$ cat src/rtl/video_pkg.sv
// Shared constants for the video fetch stage: FSM encoding, default FIFO geometry, word width.
package video_pkg;

    localparam int VW           = 16;
    localparam int DEF_DEPTH    = 4;
    localparam int DEF_AW       = 2;
    localparam int DEF_HEADROOM = 2;

    typedef enum logic [1:0] {
        VF_IDLE  = 2'd0,
        VF_FETCH = 2'd1,
        VF_DRAIN = 2'd2
    } vf_state_e;

endpackage

$ cat src/rtl/video_fifo_sync.sv
// Small synchronous FIFO for fetched video words: zero-latency head output, flush, and
// same-cycle push+pop while full.
module video_fifo_sync
    import video_pkg::*;
#(
    parameter int DEPTH = DEF_DEPTH,
    parameter int AW    = DEF_AW
) (
    input  logic          clk,
    input  logic          rst,
    input  logic          flush,
    input  logic          push,
    input  logic [VW-1:0] wdata,
    input  logic          pop_req,
    output logic [VW-1:0] rdata,
    output logic [AW:0]   level,
    output logic [AW:0]   level_next,
    output logic          full,
    output logic          empty,
    output logic          pop_ok
);

    logic [VW-1:0] mem_q [DEPTH];
    logic [AW-1:0] wptr_q, wptr_d;
    logic [AW-1:0] rptr_q, rptr_d;
    logic [AW:0]   level_q, level_d;
    logic          push_ok;

    always_comb begin
        empty   = (level_q == '0);
        full    = (level_q == (AW+1)'(DEPTH));
        pop_ok  = pop_req && !empty && !flush;
        // A full FIFO still takes a word when the head leaves in the same cycle.
        push_ok = push && (!full || pop_ok) && !flush;
        wptr_d  = wptr_q;
        rptr_d  = rptr_q;
        level_d = level_q;
        if (flush) begin
            wptr_d  = '0;
            rptr_d  = '0;
            level_d = '0;
        end else begin
            wptr_d  = wptr_q + AW'(push_ok);
            rptr_d  = rptr_q + AW'(pop_ok);
            level_d = level_q + (AW+1)'(push_ok) - (AW+1)'(pop_ok);
        end
    end

    always_ff @(posedge clk) begin
        if (rst) begin
            wptr_q  <= '0;
            rptr_q  <= '0;
            level_q <= '0;
        end else begin
            wptr_q  <= wptr_d;
            rptr_q  <= rptr_d;
            level_q <= level_d;
        end
    end

    // Storage has no reset; the head output is masked while empty instead.
    genvar gi;
    generate
        for (gi = 0; gi < DEPTH; gi++) begin : g_word
            always_ff @(posedge clk) begin
                if (push_ok && (wptr_q == AW'(gi))) begin
                    mem_q[gi] <= wdata;
                end
            end
        end
    endgenerate

    assign rdata      = empty ? '0 : mem_q[rptr_q];
    assign level      = level_q;
    assign level_next = level_d;

endmodule

$ cat src/rtl/video_fetch.sv
// Video fetch stage: owns video_go toward the arbiter, buffers strobed words for the renderer.
// Optional per-line word statistics output enabled by defining VIDEO_FETCH_STAT_EN.
module video_fetch
    import video_pkg::*;
#(
    parameter int DEPTH    = DEF_DEPTH,
    parameter int AW       = DEF_AW,
    parameter int HEADROOM = DEF_HEADROOM
) (
    input  logic          clk,
    input  logic          rst,
    input  logic          fetch_start,
    input  logic          fetch_end,
    input  logic          line_start,
    input  logic          video_strobe,
    input  logic [VW-1:0] video_data,
    output logic          video_go,
    output logic [VW-1:0] pix_data,
    output logic          pix_valid,
    input  logic          pix_ready,
    output logic          ovf,
`ifdef VIDEO_FETCH_STAT_EN
    output logic [7:0]    words_line,
`endif
    output logic [AW:0]   level
);

    vf_state_e   state_q, state_d;
    logic        go_q, go_d;
    logic        ovf_q, ovf_d;
    logic        fifo_full;
    logic        fifo_empty;
    logic        pop_ok;
    logic [AW:0] level_next;

    video_fifo_sync #(
        .DEPTH (DEPTH),
        .AW    (AW)
    ) u_fifo (
        .clk        (clk),
        .rst        (rst),
        .flush      (line_start),
        .push       (video_strobe),
        .wdata      (video_data),
        .pop_req    (pix_ready),
        .rdata      (pix_data),
        .level      (level),
        .level_next (level_next),
        .full       (fifo_full),
        .empty      (fifo_empty),
        .pop_ok     (pop_ok)
    );

    always_comb begin
        state_d = state_q;
        if (line_start) begin
            state_d = VF_IDLE;
        end else begin
            unique case (state_q)
                VF_IDLE: begin
                    if (fetch_start && !fetch_end) state_d = VF_FETCH;
                end
                VF_FETCH: begin
                    if (fetch_end) state_d = VF_DRAIN;
                end
                VF_DRAIN: begin
                    if (fetch_start && !fetch_end) state_d = VF_FETCH;
                    else if (level == '0)          state_d = VF_IDLE;
                end
                default: state_d = VF_IDLE;
            endcase
        end
        // Keep enough free slots for a request already granted plus the strobe in flight.
        go_d  = (state_d == VF_FETCH) && ((DEPTH - int'(level_next)) >= HEADROOM);
        ovf_d = ovf_q | (video_strobe && fifo_full && !pop_ok && !line_start);
    end

    always_ff @(posedge clk) begin
        if (rst) begin
            state_q <= VF_IDLE;
            go_q    <= 1'b0;
            ovf_q   <= 1'b0;
        end else begin
            state_q <= state_d;
            go_q    <= go_d;
            ovf_q   <= ovf_d;
        end
    end

    assign video_go  = go_q;
    assign ovf       = ovf_q;
    assign pix_valid = !fifo_empty;

`ifdef VIDEO_FETCH_STAT_EN
    logic [7:0] cnt_q, cnt_d;
    logic [7:0] words_line_q, words_line_d;
    logic       accepted;

    always_comb begin
        accepted     = video_strobe && !line_start && (!fifo_full || pop_ok);
        cnt_d        = cnt_q;
        words_line_d = words_line_q;
        if (line_start) begin
            words_line_d = cnt_q;
            cnt_d        = '0;
        end else if (accepted && (cnt_q != 8'hFF)) begin
            cnt_d = cnt_q + 8'd1;
        end
    end

    always_ff @(posedge clk) begin
        if (rst) begin
            cnt_q        <= '0;
            words_line_q <= '0;
        end else begin
            cnt_q        <= cnt_d;
            words_line_q <= words_line_d;
        end
    end

    assign words_line = words_line_q;
`endif

endmodule

$ cat config.mk
export PLATFORM = sky130hd
export DESIGN_NAME = video_fetch
export DESIGN_NICKNAME = d
export VERILOG_FILES = /design/src/rtl/video_pkg.sv /design/src/rtl/video_fifo_sync.sv /design/src/rtl/video_fetch.sv
export SDC_FILE = /design/constraint.sdc
export NUM_CORES = 1
export LEC_CHECK = 0
export ABC_AREA = 1
export CELL_PAD_IN_SITES_DETAIL_PLACEMENT = 1
export CELL_PAD_IN_SITES_GLOBAL_PLACEMENT = 1
export CORE_MARGIN = 4
export CORE_UTILIZATION = 46
export DETAILED_ROUTE_END_ITERATION = 8
export GPL_ROUTABILITY_DRIVEN = 1
export GPL_TIMING_DRIVEN = 0
export PLACE_DENSITY = 0.91
export SLEW_MARGIN = 15
export SYNTH_ARGS = -nofsm -noshare
export SYNTH_HDL_FRONTEND = slang
export SYNTH_SLANG_ARGS = --single-unit
$ cat constraint.sdc
create_clock -name clk -period 3.8 [get_ports clk]
set_input_delay 0.38 -clock clk [delete_from_list [all_inputs] [get_ports clk]]
set_output_delay 0.38 -clock clk [all_outputs]
set_load 0.01 [all_outputs]
# == Word level (Yosys, flattened, before mapping) ==
# Memory sizes are Yosys's and may differ from the RTL's. A register that Yosys moved wholly into a read port is not among the register bits.
# Cells that the tools add are included.
# totals
mem_bits_rw,64
reg_bits,11
inputBits,23
out_inout_bits,22
memories,1
# classes
n_eq_ne,7
bitwise_logic,1
order_cmp,1
n_mux,26
reduce_logical,26
addsub,5
# mem_list
name,words,word_bits,read_ports,rd_clocked_by_memory_dff,write_ports,line,rtl
u_fifo.mem_q,4,16,1,1,1,video_fifo_sync.sv:23,logic [VW-1:0] mem_q [DEPTH];
# ops
operator,n
16-bit 2-to-1 mux,4
16-bit OR reduction,3
2-bit 2-to-1 mux,9
1-bit logical AND,13
1-bit 2-to-1 mux,11
"2-bit by 1-bit == test with 1-bit output, second input constant",3
"2-bit == test, second input constant",3
2-bit one-hot mux with 3 select lines,1
1-bit logical NOT,5
2-bit by 1-bit adder with 2-bit output,2
"4-bit by 3-bit >= comparator with 1-bit output, second input constant",1
2-bit logical NOT,2
"3-bit by 3-bit subtractor with 4-bit output, first input constant",1
3-bit by 1-bit adder with 3-bit output,1
"3-bit == test, second input constant",1
3-bit logical NOT,1
3-bit 2-to-1 mux,1
3-bit by 1-bit subtractor with 3-bit output,1
2-bit OR reduction,1
1-bit logical OR,1
1-bit OR,1

# == Logic depth before layout (Yosys ltp) ==
# Gate-level depths: netlist of the first run.
# logic_depth
ltp_word,14
depth_mapped,17
mapped_depth_nobuf,17

# == Cells and area by module ==
# A second synthesis of the first run with hierarchy kept.
# unflattened
hier_cells,326
area_unflattened_um2,3291.9
# by_module_without_submodules
module,cells_per_inst,area_per_inst_um2,n_inst,seq_area_each_um2
video_fifo_sync,297,3104.2,1,2062.0
video_fetch,29,187.7,1,80.1

# == Worst setup path after synthesis of the first run ==
# OpenSTA, ideal clock, no wires.
# synth_timing
kind,register to register
startpoint,"reg u_fifo.level_q[1], in the netlist u_fifo.level[1]"
endpoint,"reg go_q, in the netlist video_go"
path_stages_with_launch,17
period_less_slack_ps,2600
t_required_ps,3691
setup_slack_ps,1200
t_arrival_ps,2491
path_cell_list,dfxtp_1 > inv_1 > nand2_1 > nor2_4 > nor3_1 > ha_1 > inv_1 > ha_1 > inv_1 > fa_1 > nor2_1 > inv_1 > ha_1 > nor2_1 > nand3_1 > nand2_1 > inv_1
# synth_between
elab_chain_len,13
elab_cells_between_ends,20
# synth_rtl
element,line,rtl
start: declaration,video_fifo_sync.sv:26,"logic [AW:0] level_q, level_d;"
start signal: assignment,video_fifo_sync.sv:57,level_q <= level_d;
3-bit logical NOT,video_fifo_sync.sv:30,empty = (level_q == '0);
1-bit logical NOT,video_fifo_sync.sv:32,pop_ok = pop_req && !empty && !flush;
1-bit logical AND (2 in series),video_fifo_sync.sv:32,
1-bit logical OR,video_fifo_sync.sv:34,push_ok = push && (!full || pop_ok) && !flush;
1-bit logical AND (2 in series),video_fifo_sync.sv:34,
3-bit by 1-bit adder with 3-bit output,video_fifo_sync.sv:45,level_d = level_q + (AW+1)'(push_ok) - (AW+1)'(pop_ok);
3-bit by 1-bit subtractor with 3-bit output *,video_fifo_sync.sv:45,
3-bit 2-to-1 mux *,video_fifo_sync.sv:38,if (flush) begin
net level_next[1],video_fetch.sv:34,logic [AW:0] level_next;
3-bit by 3-bit subtractor with 4-bit output *,video_fetch.sv:74,go_d = (state_d == VF_FETCH) && ((DEPTH - int'(level_next)) >= HEADROOM);
4-bit by 3-bit >= comparator with 1-bit output *,video_fetch.sv:74,
1-bit logical AND *,video_fetch.sv:74,
end signal: assignment,video_fetch.sv:85,go_q <= go_d;
end: declaration,video_fetch.sv:29,"logic go_q, go_d;"
# The timed path passes the listed nets; every way through them passes the cells marked *.
# A chain may end at the register's enable or synchronous reset.

# == Final worst setup path of the first run ==
# Ends and elaborated chain as after synthesis.

==> results of run 1 <==
==> report_power, final <==
part	internal [mW]	switching (mW)
combinational	0.0583	0.0704
sequential	0.905	0.00563
clock	0.440	0.305
==> flip-flops by register name, summed over array words and instances, names as in the netlist <==
| register | flops |
|---|---|
| ovf | 1 |
| state_q | 2 |
| u_fifo.level | 3 |
| u_fifo.mem_q | 64 |
| u_fifo.rptr_q | 2 |
| u_fifo.wptr_q | 2 |
| video_go | 1 |
==> logic make-up after synthesis <==
logic type | synth area share, %
simple gates | 14.1
buf+inv | 4.92
xor+xnor | 0.282
fa+ha+maj | 3.06
flops | 69.0
compound gates | 8.59
==> worst register-to-register path, cell delays in order (launching register included) <==
cell     delay [ns]
dfxtp_1        0.41
inv_1          0.08
nand2_1        0.17
nor2_4         0.11
nor3_1         0.37
ha_1           0.33
inv_1          0.08
ha_1           0.14
inv_1          0.04
fa_1           0.42
nor2_1         0.19
inv_1          0.11
ha_1           0.28
nor2_1         0.10
nand3_1        0.08
nand2_1        0.06
inv_1          0.03
==> cell usage in the layout, fill, tap and decap left out, types with 4 or more instances in the layout <==
cell              n
buf_2             5
inv_1            22
edfxtp_1         64
o21ai_0          32
nand2_1          12
nor2_1           74
buf_4             7
dfxtp_1          11
clkbuf_8          9
a21oi_1          18
nor3_2            4
ha_1              6
nand3_1           6
clkdlybuf4s50_1  44
==> worst paths after layout <==
check / startpoint / to / depth (start not counted)
max: u_fifo.level[1] / video_go / 16
max reg2reg: u_fifo.level[1] / video_go / 16
min reg2reg: ovf / ovf / 2
min: ovf / ovf / 2
==> per-stage QoR <==
stage                     hold slack (ns)  setup slack, ns  instance area [sq um]
final                               0.587            0.709                   3960
after global routing                0.636            0.516                   3960
after floorplan                     0.452             1.20                   3100
after CTS                           0.591            0.702                   3960
after detailed placement            0.558            0.491                   3710
after global placement              0.454         -0.00151                   3640
==> per-layer routing <==
layer	vias to the layer above	global-route usage [%]	part of all wire (%)
met5	-	0	0
met1	1134	25.3	41
met4	0	9.31	2.3
li1	1071	-	-
met3	16	4.01	3.2
met2	54	37.8	53
==> final cells by class <==
type	count	area, sq um	share of cell area (%)
tap	77	96.3	2.43
buffer	11	62.6	1.58
clock buffer	9	124	3.13
multi-input combinational	165	830	20.9
sequential	75	2140	54.1
clock inverter	7	124	3.13
inverter	24	90.1	2.27
timing repair buffer	50	493	12.4
==> flow_summary_export.csv, run 1 <==
group,metric,value,unit
logic_synthesis,syn_avg_cell_area,11.3,sq um
pwr,irDropWorstVdd,0.288,mV
logic_synthesis,ys_ff_latch,75,
grt,grt_pass1_wl,13.2,mm
timing,min_period,3.09,ns
place,place_hpwl,5.91,mm
place,gp_congestion,0.754,
routing,wl_per_cell,19.9,um
clock_network,cts_buffers,9,
logic_synthesis,synth_edf_count,64,
die,fp.dieH,90.2,um
clock_network,cts_resized,0,
clock_network,cts_setup_buffers,0,
routing,via_per_inst,5.44,
worst_setup_path,required,4.04,ns
clock_network,cts_sinks,75,
worst_setup_path,cp-end-kind,"flop",
worst_setup_path,cp_max_fo,10,
grt,grt-ovfl-total,0,
worst_setup_path,path_buf_inv,5,
logic_synthesis,synth.most_common_cell,"nor2_1",
die,ios,45,
logic_synthesis,synthTopCellsByCount,"74 x nor2_1, 64 x edfxtp_1, 32 x o21ai_0, 22 x inv_1, 18 x a21oi_1",
clock_network,clk_pin_slew,0.08,ns
logic_synthesis,netlist.area_leader.share,61.9,%
clock_network,cts_hold_buf,0,
worst_setup_path,crit_top_cell,"inv_1",
status,status,"finished clean",
die,dieArea,0.00813,sq mm
worst_setup_path,reg2reg_slack,0.71,ns
die,die_w,90.2,um
worst_setup_path,crit_slowest_cell,"fa_1",
timing,slew-limit-headroom,52.5,%
timing,setup_viol,0,
timing,tightest_slew,0.708,ns
final_layout,layout.cells.non_filler,418,
clock_network,clk_latency,0.35,ns
pwr,p_total,1.78,mW
worst_setup_path,critPathKind,"reg2reg",
timing,timing.final.crit_share,81.3,%
final_layout,antenna_cells,0,
worst_setup_path,worstPathCellList,"inv_1 -> nand2_1 -> nor2_4 -> nor3_1 -> ha_1 -> inv_1 -> ha_1 -> inv_1 -> fa_1 -> nor2_1 -> inv_1 -> ha_1 -> nor2_1 -> nand3_1 -> nand2_1 -> inv_1",
die,start_util,48.1,%
final_layout,nFillCells,681,
grt,track_usage,21.4,%
place,portBuffers,44,
timing,slew_viol_final,0,
routing,wirelength,8.32,mm
final_layout,nNetsFinal,366,
timing,finClkSkew,0.0106,ns
worst_setup_path,worstSetupStartpointType,"flop",
grt,grt_start_max_net_pins,15,
logic_synthesis,yosys_warnings,0,
worst_setup_path,cpPeakStageDelay,0.42,ns
logic_synthesis,netlist_top_cells_area,"edfxtp_1 62%, nor2_1 8.9%, dfxtp_1 7.1%",
worst_setup_path,critPathTopFamily,"adder cells",
die,core-area,0.00646,sq mm
routing,route.antenna.remaining_nets,0,
final_layout,final_layout_size_suffix_gt1_share,12.3,%
routing,dr_total_vias,2275,
clock_network,htreeDepth,3,
clock_network,cts_root_buffer,"clkbuf_8",
die,core.rowCount,29,
logic_synthesis,ys.flop_type,"edfxtp_1",
logic_synthesis,synth_fp_nets,305,
logic_synthesis,ys_seq_area_share,69.0,%
timing,finalHoldViolCount,0,
routing,firstDrtPassIters,4,
timing,finalSetupTns,0,ns
grt,antenna_found_initial,0,
final_layout,area_growth,27.6,%
pwr,powerDensity,450,mW/mm^2
logic_synthesis,synthArstFlopShare,0,%
timing,fmax,324,MHz
flow_run,max_cap_violations,0,
logic_synthesis,synth_cells,275,
place,dp_cells,402,
logic_synthesis,synthDistinctLibCells,24,
final_layout,utilization,61.3,%
logic_synthesis,synth_area,0.00310,sq mm
clock_network,clk_path_buf_depth,2,
routing,drc,0,
pwr,p_leak,1.45,nW
timing,rsz0062_at_grt,"no",
hold_path,hp-class,"reg2reg",
clock_network,cts_tree,"yes",
grt,grt_pass1_vias,2412,
worst_setup_path,cp.arrival,3.33,ns
logic_synthesis,yosysTopAreaCell,"edfxtp_1",
routing,drt_iter0_drc,129,
Power figures use the tool's default switching activity.
==> run 2: changes to the inputs <==
--- a/config.mk
+++ b/config.mk
@@ -9,11 +9,11 @@
 export CELL_PAD_IN_SITES_DETAIL_PLACEMENT = 1
 export CELL_PAD_IN_SITES_GLOBAL_PLACEMENT = 1
 export CORE_MARGIN = 4
-export CORE_UTILIZATION = 46
+export CORE_UTILIZATION = 42
 export DETAILED_ROUTE_END_ITERATION = 8
 export GPL_ROUTABILITY_DRIVEN = 1
 export GPL_TIMING_DRIVEN = 0
-export PLACE_DENSITY = 0.91
+export PLACE_DENSITY = 0.85
 export SLEW_MARGIN = 15
 export SYNTH_ARGS = -nofsm -noshare
 export SYNTH_HDL_FRONTEND = slang
==> constraint.sdc (replaced) <==
create_clock -name clk -period 2.9 [get_ports clk]
set_input_delay 0.29 -clock clk [delete_from_list [all_inputs] [get_ports clk]]
set_output_delay 0.29 -clock clk [all_outputs]
set_load 0.01 [all_outputs]
==> run 2 against run 1 <==
Fmax is 15% higher. Critical path depth stayed put. Highest routed layer unchanged. Critical endpoint unchanged. Die area grew 8.7%. Worst setup slack got worse by 0.50 ns. Clock-buffer cell count stayed put. Register-to-register slack got worse by 0.50 ns. Largest power group unchanged. Final cell count is 5.7% higher. Clock skew is 0.0037 ns lower. Sequential power increased by 31%.
==> flow_summary_export.csv, run 2 (synthesis gave the netlist of run 1 again) <==
group,metric,value,unit
pwr,seqPwrFrac,58.8,%
die,core.rowCount,31,
timing,min_period,2.69,ns
grt,grt_start_max_net_pins,13,
routing,route.antenna.remaining_nets,0,
hold_path,holdCritStartpoint,"line_start",
place,portBuffers,44,
worst_setup_path,path_buf_inv,5,
pwr,internal_power,1.57,mW
pwr,p_sw_share,22.9,%
routing,drc,0,
final_layout,antenna_cells,0,
clock_network,cts_tree,"yes",
timing,finClkSkew,0.00691,ns
pwr,switchingPower,0.466,mW
die,die_w,94.0,um
grt,grt_pass1_vias,2494,
clock_network,clk_latency,0.35,ns
worst_setup_path,reg2reg_depth,16,
worst_setup_path,r2r_end,"video_go",
place,gp_congestion,0.809,
timing,setup_viol,0,
final_layout,nNetsFinal,369,
worst_setup_path,worstSetupStartpointType,"flop",
clock_network,cts_sinks,75,
hold_path,holdPathStages,4,
worst_setup_path,cpPeakStageDelay,0.45,ns
worst_setup_path,critPathTopFamily,"adder cells",
timing,slew_viol_final,0,
timing,worst_slack,0.209,ns
worst_setup_path,worstPathCellList,"inv_1 -> nand2_1 -> nor2_4 -> nor3_2 -> ha_1 -> inv_1 -> ha_1 -> inv_1 -> fa_1 -> nor2_2 -> inv_1 -> ha_1 -> nor2_1 -> nand3_1 -> nand2_1 -> inv_1",
pwr,p_total,2.03,mW
worst_setup_path,crit_slowest_cell,"fa_1",
clock_network,cts_root_buffer,"clkbuf_8",
flow_run,max_cap_violations,0,
routing,drt_iter0_drc,135,
timing,fmax,372,MHz
clock_network,clk_pin_slew,0.07,ns
grt,track_usage,19.3,%
die,ios,45,
final_layout,largest_reg_flops,64,
worst_setup_path,crit_top_cell,"inv_1",
timing,timing.final.crit_share,92.8,%
routing,wl_per_cell,18.1,um
grt,grt_pass1_wl,12.4,mm
clock_network,htreeDepth,3,
pwr,powerDensity,515,mW/mm^2
final_layout,area_growth,27.0,%
worst_setup_path,reg2reg_slack,0.21,ns
die,dieArea,0.00883,sq mm
pwr,p_leak,1.43,nW
pwr,p_comb_share,8.4,%
routing,wirelength,8.00,mm
hold_path,hp-class,"in2reg",
final_layout,layout_common_cells,"73 x nor2_1, 64 x edfxtp_1, 43 x clkdlybuf4s50_1",
place,preCtsSetupSlack,-0.314,ns
hold_path,holdPathEnd,"u_fifo.level[1]",
worst_setup_path,critPathKind,"reg2reg",
pwr,irDropWorstVdd,0.212,mV
worst_setup_path,cp.arrival,2.94,ns
die,start_util,43.0,%
grt,antenna_found_initial,0,
die,fp.dieH,94.0,um
worst_setup_path,required,3.15,ns
routing,firstDrtPassIters,4,
pwr,pwr-share-clk,32.8,%
worst_setup_path,reg2reg_from,"u_fifo.level[2]",
routing,dr_total_vias,2249,
final_layout,final_common_cell,"nor2_1",
status,status,"finished clean",
grt,grt-ovfl-total,0,
final_layout,top_register,"u_fifo.mem_q",
clock_network,cts_buffers,9,
final_layout,final_layout_size_suffix_gt1_share,13.7,%
die,core-area,0.00721,sq mm
timing,slew-limit-headroom,50.3,%
worst_setup_path,cp_max_fo,4,
timing,tightest_slew,0.742,ns
timing,finalHoldViolCount,0,
place,place_hpwl,5.81,mm
clock_network,clk_path_buf_depth,2,
routing,via_per_inst,5.09,
worst_setup_path,cp-end-kind,"flop",
-- run 2: worst max-delay path by stage --
stage                          from  cells after the start                  to  slack [ns]
floorplan           u_fifo.level[1]                     16            video_go        0.30
global placement         line_start                      6  u_fifo.mem_q[2][2]       -0.80
detailed placement       line_start                     16            video_go       -0.31
CTS                      line_start                     16            video_go        0.03
global route        u_fifo.level[2]                     16            video_go       -0.03
finish              u_fifo.level[2]                     16            video_go        0.21
-- run 2: worst register-to-register path, stage by stage, from the launching register on --
cell and delay (ns):
dfxtp_1 0.40, inv_1 0.06, nand2_1 0.14, nor2_4 0.07, nor3_2 0.17, ha_1 0.26, inv_1 0.06, ha_1 0.15
inv_1 0.06, fa_1 0.45, nor2_2 0.13, inv_1 0.08, ha_1 0.27, nor2_1 0.10, nand3_1 0.08, nand2_1 0.07
inv_1 0.04
-- run 2: timing repair --
item / 4_1_cts / 5_1_grt
setup endpoints to repair: 1 / 1
hold buffers: 0 / 0
pin swaps: 0 / 1
buffers inserted: 0 / 2
resized for setup: 1 / 5
-- run 2: cell type report --
cell class / instances / area (sq um)
sequential: 75 / 2140
fill: 798 / 3270
timing repair buffer: 53 / 522
buffer: 11 / 62.6
clock buffer: 9 / 124
inverter: 24 / 90.1
multi-input combinational: 165 / 842
tap: 99 / 124
clock inverter: 6 / 33.8
-- run 2: metrics by stage --
step	area (sq um)	std cells	TNS (ns)	hold slack [ns]	utilization, %
final	3940	442	0	0.405	54.6
after global routing	3940	442	-0.0258	0.430	54.6
after CTS	3920	440	0	0.490	54.3
after detailed placement	3750	425	-0.314	0.465	52.0
after global placement	3670	418	-47.54	0.467	50.8
after floorplan	3100	275	0	0.362	-
-- run 2: power groups by stage --
stage / Clock, mW / Combinational [mW] / Sequential (mW)
after floorplan: 0 / 0.0671 / 1.22
after global placement: 0 / 0.154 / 1.22
after detailed placement: 0 / 0.167 / 1.22
after CTS: 0.681 / 0.168 / 1.19
after global routing: 0.734 / 0.188 / 1.19
final: 0.666 / 0.171 / 1.19
-- run 2: routing by layer --
metal	up-vias	global-route usage, %	wire [um]
met3	8	3.45	407
met2	58	34.6	4340
met5	-	0	0
met1	1117	21.7	3160
li1	1066	-	-
met4	0	9.99	89
